<file path="src/rtl/dmem_arbiter.sv">
// dmem_arbiter: shares one byte-addressed data memory port between the CPU
// load/store unit and a debug/loader master. The CPU has priority, but after
// MAX_HOLD consecutive CPU grants with DBG waiting, DBG wins one cycle.
// Each granted read is tagged with its owner, and the read data is returned
// to that owner only, one cycle after the grant.
// Optional feature macro: DMEM_ARB_PERF_EN adds saturating performance
// counters perf_cpu_stall and perf_dbg_grant.
module dmem_arbiter #(
    parameter int ADDR_W   = 32,
    parameter int DATA_W   = 32,
    parameter int MAX_HOLD = 4
) (
    input  logic              clk,
    input  logic              rst_n,
    input  logic              cpu_req,
    input  logic              cpu_we,
    input  logic [ADDR_W-1:0] cpu_addr,
    input  logic [DATA_W-1:0] cpu_wdata,
    input  logic [3:0]        cpu_be,
    output logic              cpu_gnt,
    output logic              cpu_rvalid,
    output logic [DATA_W-1:0] cpu_rdata,
    input  logic              dbg_req,
    input  logic              dbg_we,
    input  logic [ADDR_W-1:0] dbg_addr,
    input  logic [DATA_W-1:0] dbg_wdata,
    input  logic [3:0]        dbg_be,
    output logic              dbg_gnt,
    output logic              dbg_rvalid,
    output logic [DATA_W-1:0] dbg_rdata,
    output logic              mem_en,
    output logic              mem_we,
    output logic [ADDR_W-1:0] mem_addr,
    output logic [DATA_W-1:0] mem_wdata,
    output logic [3:0]        mem_be,
    input  logic [DATA_W-1:0] mem_rdata
`ifdef DMEM_ARB_PERF_EN
    ,
    output logic [15:0]       perf_cpu_stall,
    output logic [15:0]       perf_dbg_grant
`endif
);

    typedef enum logic {
        OWN_CPU = 1'b0,
        OWN_DBG = 1'b1
    } owner_e;

    localparam logic [3:0] MAX_HOLD_C = 4'(MAX_HOLD);

    logic [3:0]  hold_cnt_r;
    logic [3:0]  hold_cnt_nxt_s;
    logic        rd_pend_r;
    owner_e      rd_owner_r;
    logic        cpu_gnt_s;
    logic        dbg_gnt_s;
    logic        rd_grant_s;

    // Arbitration: CPU priority unless DBG has waited through MAX_HOLD CPU grants;
    // grants are suppressed entirely while reset is asserted.
    always_comb begin
        cpu_gnt_s = 1'b0;
        dbg_gnt_s = 1'b0;
        if (rst_n == 1'b0) begin
            cpu_gnt_s = 1'b0;
            dbg_gnt_s = 1'b0;
        end else begin
            case ({cpu_req, dbg_req})
                2'b10: cpu_gnt_s = 1'b1;
                2'b01: dbg_gnt_s = 1'b1;
                2'b11: begin
                    if (hold_cnt_r >= MAX_HOLD_C) begin
                        dbg_gnt_s = 1'b1;
                    end else begin
                        cpu_gnt_s = 1'b1;
                    end
                end
                default: begin
                    cpu_gnt_s = 1'b0;
                    dbg_gnt_s = 1'b0;
                end
            endcase
        end
    end

    assign cpu_gnt = cpu_gnt_s;
    assign dbg_gnt = dbg_gnt_s;
    assign mem_en  = cpu_gnt_s | dbg_gnt_s;

    // Memory-side mux: route the winner's command, drive zeros when idle.
    always_comb begin
        mem_we    = 1'b0;
        mem_addr  = '0;
        mem_wdata = '0;
        mem_be    = 4'b0000;
        case ({cpu_gnt_s, dbg_gnt_s})
            2'b10: begin
                mem_we    = cpu_we;
                mem_addr  = cpu_addr;
                mem_wdata = cpu_wdata;
                mem_be    = cpu_be;
            end
            2'b01: begin
                mem_we    = dbg_we;
                mem_addr  = dbg_addr;
                mem_wdata = dbg_wdata;
                mem_be    = dbg_be;
            end
            default: begin
                mem_we    = 1'b0;
                mem_addr  = '0;
                mem_wdata = '0;
                mem_be    = 4'b0000;
            end
        endcase
    end

    // Starvation counter: count CPU wins while DBG waits, saturate, clear otherwise.
    always_comb begin
        hold_cnt_nxt_s = 4'd0;
        if (cpu_gnt_s && dbg_req) begin
            if (hold_cnt_r >= MAX_HOLD_C) begin
                hold_cnt_nxt_s = MAX_HOLD_C;
            end else begin
                hold_cnt_nxt_s = hold_cnt_r + 4'd1;
            end
        end else begin
            hold_cnt_nxt_s = 4'd0;
        end
    end

    assign rd_grant_s = (cpu_gnt_s | dbg_gnt_s) & ~mem_we;

    // Arbiter state: starvation counter plus the owner of the read in flight.
    always_ff @(posedge clk or negedge rst_n) begin
        if (!rst_n) begin
            hold_cnt_r <= 4'd0;
            rd_pend_r  <= 1'b0;
            rd_owner_r <= OWN_CPU;
        end else begin
            hold_cnt_r <= hold_cnt_nxt_s;
            rd_pend_r  <= rd_grant_s;
            if (rd_grant_s) begin
                rd_owner_r <= dbg_gnt_s ? OWN_DBG : OWN_CPU;
            end else begin
                rd_owner_r <= rd_owner_r;
            end
        end
    end

    // Read return: steer memory data only to the owner; the other side sees zero.
    always_comb begin
        cpu_rvalid = 1'b0;
        dbg_rvalid = 1'b0;
        cpu_rdata  = '0;
        dbg_rdata  = '0;
        if (rd_pend_r) begin
            if (rd_owner_r == OWN_DBG) begin
                dbg_rvalid = 1'b1;
                dbg_rdata  = mem_rdata;
            end else begin
                cpu_rvalid = 1'b1;
                cpu_rdata  = mem_rdata;
            end
        end else begin
            cpu_rvalid = 1'b0;
            dbg_rvalid = 1'b0;
        end
    end

`ifdef DMEM_ARB_PERF_EN
    logic [15:0] perf_cpu_stall_r;
    logic [15:0] perf_dbg_grant_r;

    // Saturating counters for CPU stall cycles and DBG grant cycles.
    always_ff @(posedge clk or negedge rst_n) begin
        if (!rst_n) begin
            perf_cpu_stall_r <= 16'd0;
            perf_dbg_grant_r <= 16'd0;
        end else begin
            if (cpu_req && !cpu_gnt_s && (perf_cpu_stall_r != 16'hFFFF)) begin
                perf_cpu_stall_r <= perf_cpu_stall_r + 16'd1;
            end else begin
                perf_cpu_stall_r <= perf_cpu_stall_r;
            end
            if (dbg_gnt_s && (perf_dbg_grant_r != 16'hFFFF)) begin
                perf_dbg_grant_r <= perf_dbg_grant_r + 16'd1;
            end else begin
                perf_dbg_grant_r <= perf_dbg_grant_r;
            end
        end
    end

    assign perf_cpu_stall = perf_cpu_stall_r;
    assign perf_dbg_grant = perf_dbg_grant_r;
`endif

endmodule

</file>
<file path="config.mk">
export PLATFORM = sky130hd
export DESIGN_NAME = dmem_arbiter
export DESIGN_NICKNAME = d
export VERILOG_FILES = /design/src/rtl/dmem_arbiter.sv
export SDC_FILE = /design/constraint.sdc
export NUM_CORES = 1
export LEC_CHECK = 0
export CAP_MARGIN = 40
export CORE_AREA = 5 5 118 120
export CTS_CLUSTER_DIAMETER = 150
export DETAILED_ROUTE_END_ITERATION = 8
export DIE_AREA = 0 0 123 125
export PLACE_DENSITY = 0.66
export SLEW_MARGIN = 15
export SYNTH_ARGS = -nofsm -noshare
export SYNTH_HDL_FRONTEND = slang
export SYNTH_SLANG_ARGS = --single-unit
</file>
<file path="constraint.sdc">
create_clock -name clk -period 2.25 [get_ports clk]
set_input_delay 0.45 -clock clk [delete_from_list [all_inputs] [get_ports clk]]
set_output_delay 0.45 -clock clk [all_outputs]
set_load 0.01 [all_outputs]
</file>
Word-level counts from Yosys, hierarchy flattened
Index checks and enable logic that the tools add are counted.
{"block": "totals", "regBits": 6, "in_bits": 174, "wordCells": 35}
{"block": "classes", "n_addsub": 1, "order_cmp": 1, "n_eq_ne": 5, "mux": 21, "n_bitwise": 3, "reduce_logical": 1}
{"operator": "two-way mux 32 bit", "n": 4}
{"operator": "case mux 32 bit (2 select lines)", "n": 2}
{"operator": "two-way mux 1 bit", "n": 9}
{"operator": "two-way mux 4 bit", "n": 2}
{"operator": "case mux 4 bit (2 select lines)", "n": 1}
{"operator": "equality test 2 bit, second input constant", "n": 3}
{"operator": "case mux 1 bit (2 select lines)", "n": 3}
{"operator": "adder 4 x 1 -> 4 bit, second input constant", "n": 1}
{"operator": "equality test 2 x 1 -> 1 bit, second input constant", "n": 2}
{"operator": "greater-or-equal comparator 4 x 3 -> 1 bit, second input constant", "n": 1}
{"operator": "bitwise AND 1 bit", "n": 1}
{"operator": "logical AND 1 bit", "n": 1}
{"operator": "inverter 1 bit", "n": 1}
{"operator": "OR 1 bit", "n": 1}

Logic depth before layout (Yosys ltp)
Gate-level depths: netlist of run 1.
{"block": "logic_depth", "ltp_word": 8, "ltp_mapped": 9, "ltp_nobuf": 7}

Worst setup path after synthesis of run 1
No wires, ideal clock.
{"block": "synth_path", "path_type": "input-to-output", "start": "input port rst_n", "end": "output port mem_wdata[21]", "arrival_ps": 1871, "slack_ps": -71, "stages": 8, "path_buffers": 2, "cell_sequence": "nand2_1 -> a21oi_1 -> inv_1 -> ha_1 -> inv_2 -> buf_2 -> buf_1 -> nor2_1"}
{"block": "synth_via", "elab_chain_len": 3}
{"item": "from (decl)", "line": "14", "text": "input logic rst_n,"}
{"item": "two-way mux 1 bit (*)", "line": "64", "text": "if (rst_n == 1'b0) begin"}
{"item": "via dbg_gnt", "line": "28", "text": "output logic dbg_gnt,"}
{"item": "equality test 2 x 1 -> 1 bit or equality test 2 bit (tied branches)", "line": "96", "text": "case ({cpu_gnt_s, dbg_gnt_s})"}
{"item": "case mux 32 bit (2 select lines) (*)", "line": "96"}
{"item": "to (decl)", "line": "34", "text": "output logic [DATA_W-1:0] mem_wdata,"}
The timed path passes the listed nets; every way through them passes the cells marked *.

Worst setup path after layout of run 1
{"block": "layout_path", "start": "register hold_cnt_r[2]", "end": "output port mem_addr[9]"}
{"block": "layout_via", "elab_chain_len": 6}
{"item": "from (decl)", "line": "51", "text": "logic [3:0] hold_cnt_r;"}
{"item": "from (signal assigned)", "line": "141", "text": "hold_cnt_r <= hold_cnt_nxt_s;"}
{"item": "greater-or-equal comparator 4 x 3 -> 1 bit (*)", "line": "72", "text": "if (hold_cnt_r >= MAX_HOLD_C) begin"}
{"item": "two-way mux 1 bit", "line": "72"}
{"item": "case mux 1 bit (2 select lines)", "line": "68", "text": "case ({cpu_req, dbg_req})"}
{"item": "two-way mux 1 bit", "line": "64"}
{"item": "equality test 2 x 1 -> 1 bit or equality test 2 bit (tied branches)", "line": "96"}
{"item": "case mux 32 bit (2 select lines) (*)", "line": "96"}
{"item": "to (decl)", "line": "33", "text": "output logic [ADDR_W-1:0] mem_addr,"}
Mark *: on every way between the ends. The rest lies on a longest branch, timed or not.

==> key figures, run 1 <==
Outcome
  – Outcome: finished, violations left
  – Violations in the final reports: negative setup slack

Placement
  – Placer congestion estimate: 0.880
  – Buffers added on ports: 311
  – Hpwl dp: 10700 um

Die
  – Ports: 312
  – Die Area: 15400 um2
  – Die height: 125 um
  – Row count: 42
  – Die X: 123 um
  – Starting density of the core: 12.7%
  – Placeable Area: 12900 um2

Worst setup path
  – Worst EP required: 1.80 ns
  – Arrival @ worst endpoint: 1.97 ns
  – Highest-delay cell along the critical path: dfrtp_1
  – Crit Path Class: reg -> out
  – Crit end category: output port
  – CP max FO: 6
  – Max stage delay on crit path: 0.38 ns
  – FF-to-FF path depth: 10
  – CP cell instances: nor2_1 > a21oi_2 > buf_4 > inv_4 > ha_4 > clkbuf_16 > clkbuf_16 > a22oi_2 > nor2_1 > buf_2
  – CP Launch Type: register
  – Reg-to-reg startpoint: hold_cnt_r[2]
  – R2R Setup Slk: 0.07 ns
  – Reg-to-reg endpoint: rd_owner_r

Power
  – Max VDD drop: 0.000203 V
  – PwrDens: 268 nW/um2
  – P_leak: 2.42 nW

STA
  – Final setup fails: 70
  – RSZ-0062 raised after global routing: yes
  – Final-report max-slew violation count: 0
  – Fmax: 0.414 GHz
  – Hold_ws: 0.176 ns
  – Min Tclk post-route: 2.42 ns
  – Final Hold Viols: 0
  – Tcrit/Tclk final: 107%
  – Final Skew: 0.00182 ns
  – Final worst slack: -0.166 ns

Drt
  – Routed Antenna Nets: 0
  – Wirelength per Cell: 18.5 um
  – Via density: 4.41
  – Post-route DRC: 0
  – Drt pass-1 iters: 4
  – Via count: 3404
  – Routed WL: 14300 um
  – DR iter-0 viols: 95

Clock network
  – H-tree depth: 1
  – Clock Tree Buf Depth: 2
  – Insertion delay to the later sink of the worst-skew pair: 0.23 ns
  – CTS root buf: clkbuf_16
  – Clk sinks: 6
  – CTS tree: done
  – Cts bufs inserted: 3
  – Hold_buf cts: 0
  – CTS clk-pin slew, worst paths: 0.03 ns

Final layout
  – Layout cells sized above 1: 34.5%
  – Area growth from synthesis to layout: 257%
  – Nets: 775
  – Filler Cell Count: 1248
  – Layout Utilization: 45.4%

GRT
  – First-pass GRT wire length: 19900 um
  – Vias in the first global route: 3569
  – Initial antenna violation count: 1
  – Total Routing Usage GR: 16.5%
  – Largest net degree at the start of global routing: 35
  – GRT overflow: 0

Synth
  – Number of synthesized flops with an enable pin: 0
  – Synthesis warning total: 0
  – Synthesized area: 1640 um2
  – Register area share after synthesis: 9.15%
  – Async SR Flop Fraction: 100%
  – Ys flop type: dfrtp_1
  – Yosys reg bits: 6
  – Yosys cell types: 23
  – Syn_nets: 442
  – Syn Inst Count: 264
  – Syn Area/Cell: 6.21 um2

Min path
  – Worst Hold Class: in -> async

Run
  – MaxCap Viol Count: 0
[cells in the final DEF (no fill, tap or decap), types with 2 or more instances in the layout]
cell,synthesis,layout
buf_12,0,14
dfrtp_1,6,6
nor2_1,73,52
nor2_2,0,10
buf_2,15,59
inv_1,5,3
and3_1,32,32
clkdlybuf4s50_1,0,237
a22oi_1,68,21
and2_1,33,33
a22oi_2,1,48
ha_4,0,3
buf_4,3,16
inv_4,0,2
nor2_4,0,11
buf_16,0,7
buf_6,0,18
clkbuf_16,0,9
[metal layers]
| metal | global-route usage [%] | share of wire, % | wire length (um) |
|---|---|---|---|
| met1 | 17.8 | 36 | 5090 |
| met2 | 31.0 | 52 | 7390 |
| met3 | 3.88 | 9.6 | 1370 |
| met4 | 5.21 | 3.2 | 451 |
| met5 | 0 | 0 | 0 |
[synthesized netlist by cell type (2+ instances only)]
library cell  count  area (um2)
a22oi_1          68         510
and2_1           33         206
clkbuf_1         11        41.3
ha_1              4        50.1
buf_2            15        75.1
dfrtp_1           6         150
buf_4             3        22.5
inv_1             5        18.8
and3_1           32         200
clkbuf_2          2        10.0
nor2_1           73         274
[per-stage QoR]
step | setup slack [ns] | cells | instance area, um2 | power, W | setup TNS (ns)
after CTS | -0.130 | 764 | 5440 | 0.00149 | -5.96
after global placement | -0.818 | 741 | 5120 | 0.00106 | -52.07
final | -0.166 | 772 | 5850 | 0.00157 | -6.96
after detailed placement | -0.828 | 741 | 5120 | 0.00107 | -53.03
after floorplan | 0.0542 | 264 | 1640 | 0.000418 | 0
after global routing | -0.255 | 772 | 5850 | 0.00165 | -13.01
[repair_timing]
action	in CTS	in global routing
setup endpoints to repair	73	71
pin swaps	10	17
resized for setup	351	61
cloned	8	6
buffers inserted	12	2
[kinds of logic after synthesis]
family	Yosys count	synth area share (%)
buffers and inverters	38	10.7
other	1	0.229
AOI/OAI and AO/OA	72	33.0
DFF	6	9.15
adders and majority gates	4	3.05
and+or+nand+nor	142	42.9
muxes	1	0.915
[critical path: cells and delay by family, from the launching register on]
family / cells / cell delay (ns)
compound gates: 2 / 0.17
buf+inv: 5 / 0.70
simple gates: 2 / 0.27
flops: 1 / 0.38
fa+ha+maj: 1 / 0.22
[registers in the layout (all words and copies together) (netlist names)]
signal and count:
hold_cnt_r 4, rd_owner_r 1, rd_pend_r 1
[report_power, final]
group | switching (W) | total [W] | internal [W]
Sequential | 0.00000318 | 0.000117 | 0.000114
Combinational | 0.000460 | 0.00116 | 0.000704
Clock | 0.0000567 | 0.000284 | 0.000228
[worst max path at each step]
| stage | from | cells past startpoint | to |
|---|---|---|---|
| floorplan | rst_n | 8 | mem_wdata[21] |
| global placement | rst_n | 9 | mem_wdata[21] |
| detailed placement | dbg_req | 9 | mem_wdata[21] |
| CTS | hold_cnt_r[3] | 10 | mem_addr[20] |
| global route | hold_cnt_r[2] | 10 | mem_wdata[28] |
| finish | hold_cnt_r[2] | 10 | mem_addr[9] |
[area by class of cell]
cell class / count / area [um2] / area share (%)
Antenna cell: 1 / 2.50 / 0.0428
Sequential cell: 6 / 150 / 2.57
Multi-Input combinational cell: 220 / 1720 / 29.4
Tap cell: 176 / 220 / 3.76
Clock buffer: 3 / 75.1 / 1.28
Inverter: 6 / 35.0 / 0.599
Timing Repair Buffer: 360 / 3650 / 62.3
No activity file was read; power rests on OpenSTA's default activity.
==> inputs of run 2 (changes only) <==
- CORE_AREA: 5 5 118 120 -> 5 5 119 121
- DIE_AREA: 0 0 123 125 -> 0 0 124 126
- PLACE_DENSITY: 0.66 -> 0.65
- clock period: 2.25 -> 2.9 ns (I/O delays scaled with it)
==> key figures, run 2 (synthesis gave the netlist of run 1 again) <==
Worst setup path
  – Arrival @ worst endpoint: 2.18 ns
  – CP Launch Type: input pin
  – Worst EP required: 2.32 ns
  – CP cell instances: dlygate4sd2_1 > o21ai_0 > nand3_2 > inv_2 > ha_4 > bufbuf_16 > a22oi_2 > nor2_1 > clkdlybuf4s15_1
  – Crit Path Class: in -> out
  – Highest-delay cell along the critical path: bufbuf_16
  – Crit end category: output port
  – Max stage delay on crit path: 0.30 ns
  – CP max FO: 16

Power
  – PwrDens: 198 nW/um2
  – Max VDD drop: 0.000145 V
  – P_leak: 2.23 nW

Drt
  – Routed Antenna Nets: 0
  – Via count: 3199
  – Drt pass-1 iters: 4
  – Wirelength per Cell: 17.2 um
  – DR iter-0 viols: 69
  – Post-route DRC: 0
  – Via density: 4.31
  – Routed WL: 12800 um

GRT
  – First-pass GRT wire length: 18100 um
  – Met2 Resource Use GR: 29.0%
  – Total Routing Usage GR: 14.6%
  – Met3 Track Usage GR: 5.25%
  – GRT overflow: 0
  – Vias in the first global route: 3370
  – Initial antenna violation count: 0
  – GR peak layer: met2
  – Largest net degree at the start of global routing: 39
  – Met1 usage: 14.2%

Placement
  – Placer congestion estimate: 0.896
  – Hpwl dp: 10300 um
  – Buffers added on ports: 311
  – Setup WS pre-CTS: -0.432 ns

STA
  – RSZ-0062 raised after global routing: no
  – Tcrit/Tclk final: 95.0%
  – Final Skew: 0.00231 ns
  – Final-report max-slew violation count: 0
  – Fmax: 0.363 GHz
  – Min Tclk post-route: 2.76 ns
  – Final worst slack: 0.144 ns
  – Final setup fails: 0
  – Final Hold Viols: 0

Final layout
  – Leading registers by flop count: hold_cnt_r (4), rd_owner_r (1), rd_pend_r (1)
  – Max reg flops: 4
  – Antenna cell count: 0
  – Area growth from synthesis to layout: 217%
  – Nets: 747
  – Layout Utilization: 40.1%
  – Most common cell after layout, fill and taps aside: clkdlybuf4s50_1
  – Most frequent cells in the layout: 239 x clkdlybuf4s50_1, 73 x nor2_1, 66 x a22oi_1
  – Biggest register: hold_cnt_r
  – Layout cells sized above 1: 9.70%

Run
  – MaxCap Viol Count: 0

Min path
  – Worst Hold Class: in -> async

Die
  – Placeable Area: 13000 um2
  – Starting density of the core: 12.6%
  – Die Area: 15600 um2
  – Die height: 126 um
  – Ports: 312
  – Row count: 42
  – Die X: 124 um

Outcome
  – Outcome: complete, no violations

Clock network
  – CTS clk-pin slew, worst paths: 0.03 ns
  – Clk sinks: 6
  – Cts bufs inserted: 3
  – CTS tree: done
  – Insertion delay to the later sink of the worst-skew pair: 0.23 ns
  – H-tree depth: 1
  – CTS root buf: clkbuf_16
  – Hold_buf cts: 0
  – Clock Tree Buf Depth: 2
[run 2: worst max-delay path, delay by kind of cell]
family | cells | cell delay, ns
buffers and inverters | 4 | 0.95
and+or+nand+nor | 2 | 0.27
adders and majority gates | 1 | 0.19
AOI/OAI and AO/OA | 2 | 0.18
[run 2: through the flow]
| step | TNS, ns | cells | hold WS, ns | power [W] | cell area, um2 |
|---|---|---|---|---|---|
| 2_1_floorplan | 0 | 264 | 0.284 | 0.000324 | 1640 |
| 3_3_place_gp | -24.50 | 733 | 0.420 | 0.000800 | 5010 |
| 5_1_grt | 0 | 743 | 0.433 | 0.00109 | 5200 |
| 3_5_place_dp | -24.17 | 733 | 0.433 | 0.000806 | 5010 |
| 4_1_cts | 0 | 743 | 0.437 | 0.00104 | 5200 |
| 6_report | 0 | 743 | 0.423 | 0.00103 | 5200 |
[run 2: what timing repair did]
action	CTS	global route
resized for setup	119	1
endpoints found under the setup margin	69	1
pin swaps	3	0
buffers inserted	4	0
gates cloned	3	0
[run 2: per-layer routing]
layer	vias up	share of wire, %	wire length, um
li1	1543	-	-
met1	1441	33	4170
met2	201	53	6770
met3	14	13	1660
met4	0	1.2	154
met5	-	0	0
[run 2: worst paths after layout]
kind	start	end	slack (ns)	depth (start not counted)
max in group asynchronous	rst_n	hold_cnt_r[3]	2.35	2
setup / recovery	dbg_req	mem_we	0.14	9
hold / removal	rst_n	rd_owner_r	0.42	2
hold reg to reg	hold_cnt_r[0]	hold_cnt_r[0]	0.43	1
min in group clk	hold_cnt_r[0]	hold_cnt_r[0]	0.43	1
setup reg to reg	hold_cnt_r[2]	rd_owner_r	0.59	10
[run 2: where the power goes]
group / total, W / internal, W / leakage [nW] / switching [W]
combinational: 0.000718 / 0.000441 / 2.11 / 0.000277
clock: 0.000219 / 0.000177 / 0.0370 / 0.0000427
sequential: 0.0000909 / 0.0000885 / 0.0790 / 0.00000232
[run 2: area by class of cell]
class	instances	area, um2
inverters	6	22.5
repair buffers	332	3370
fillers	1339	7780
clock buffers	3	75.1
well taps	176	220
multi-input cells	220	1360
flip-flops and latches	6	150
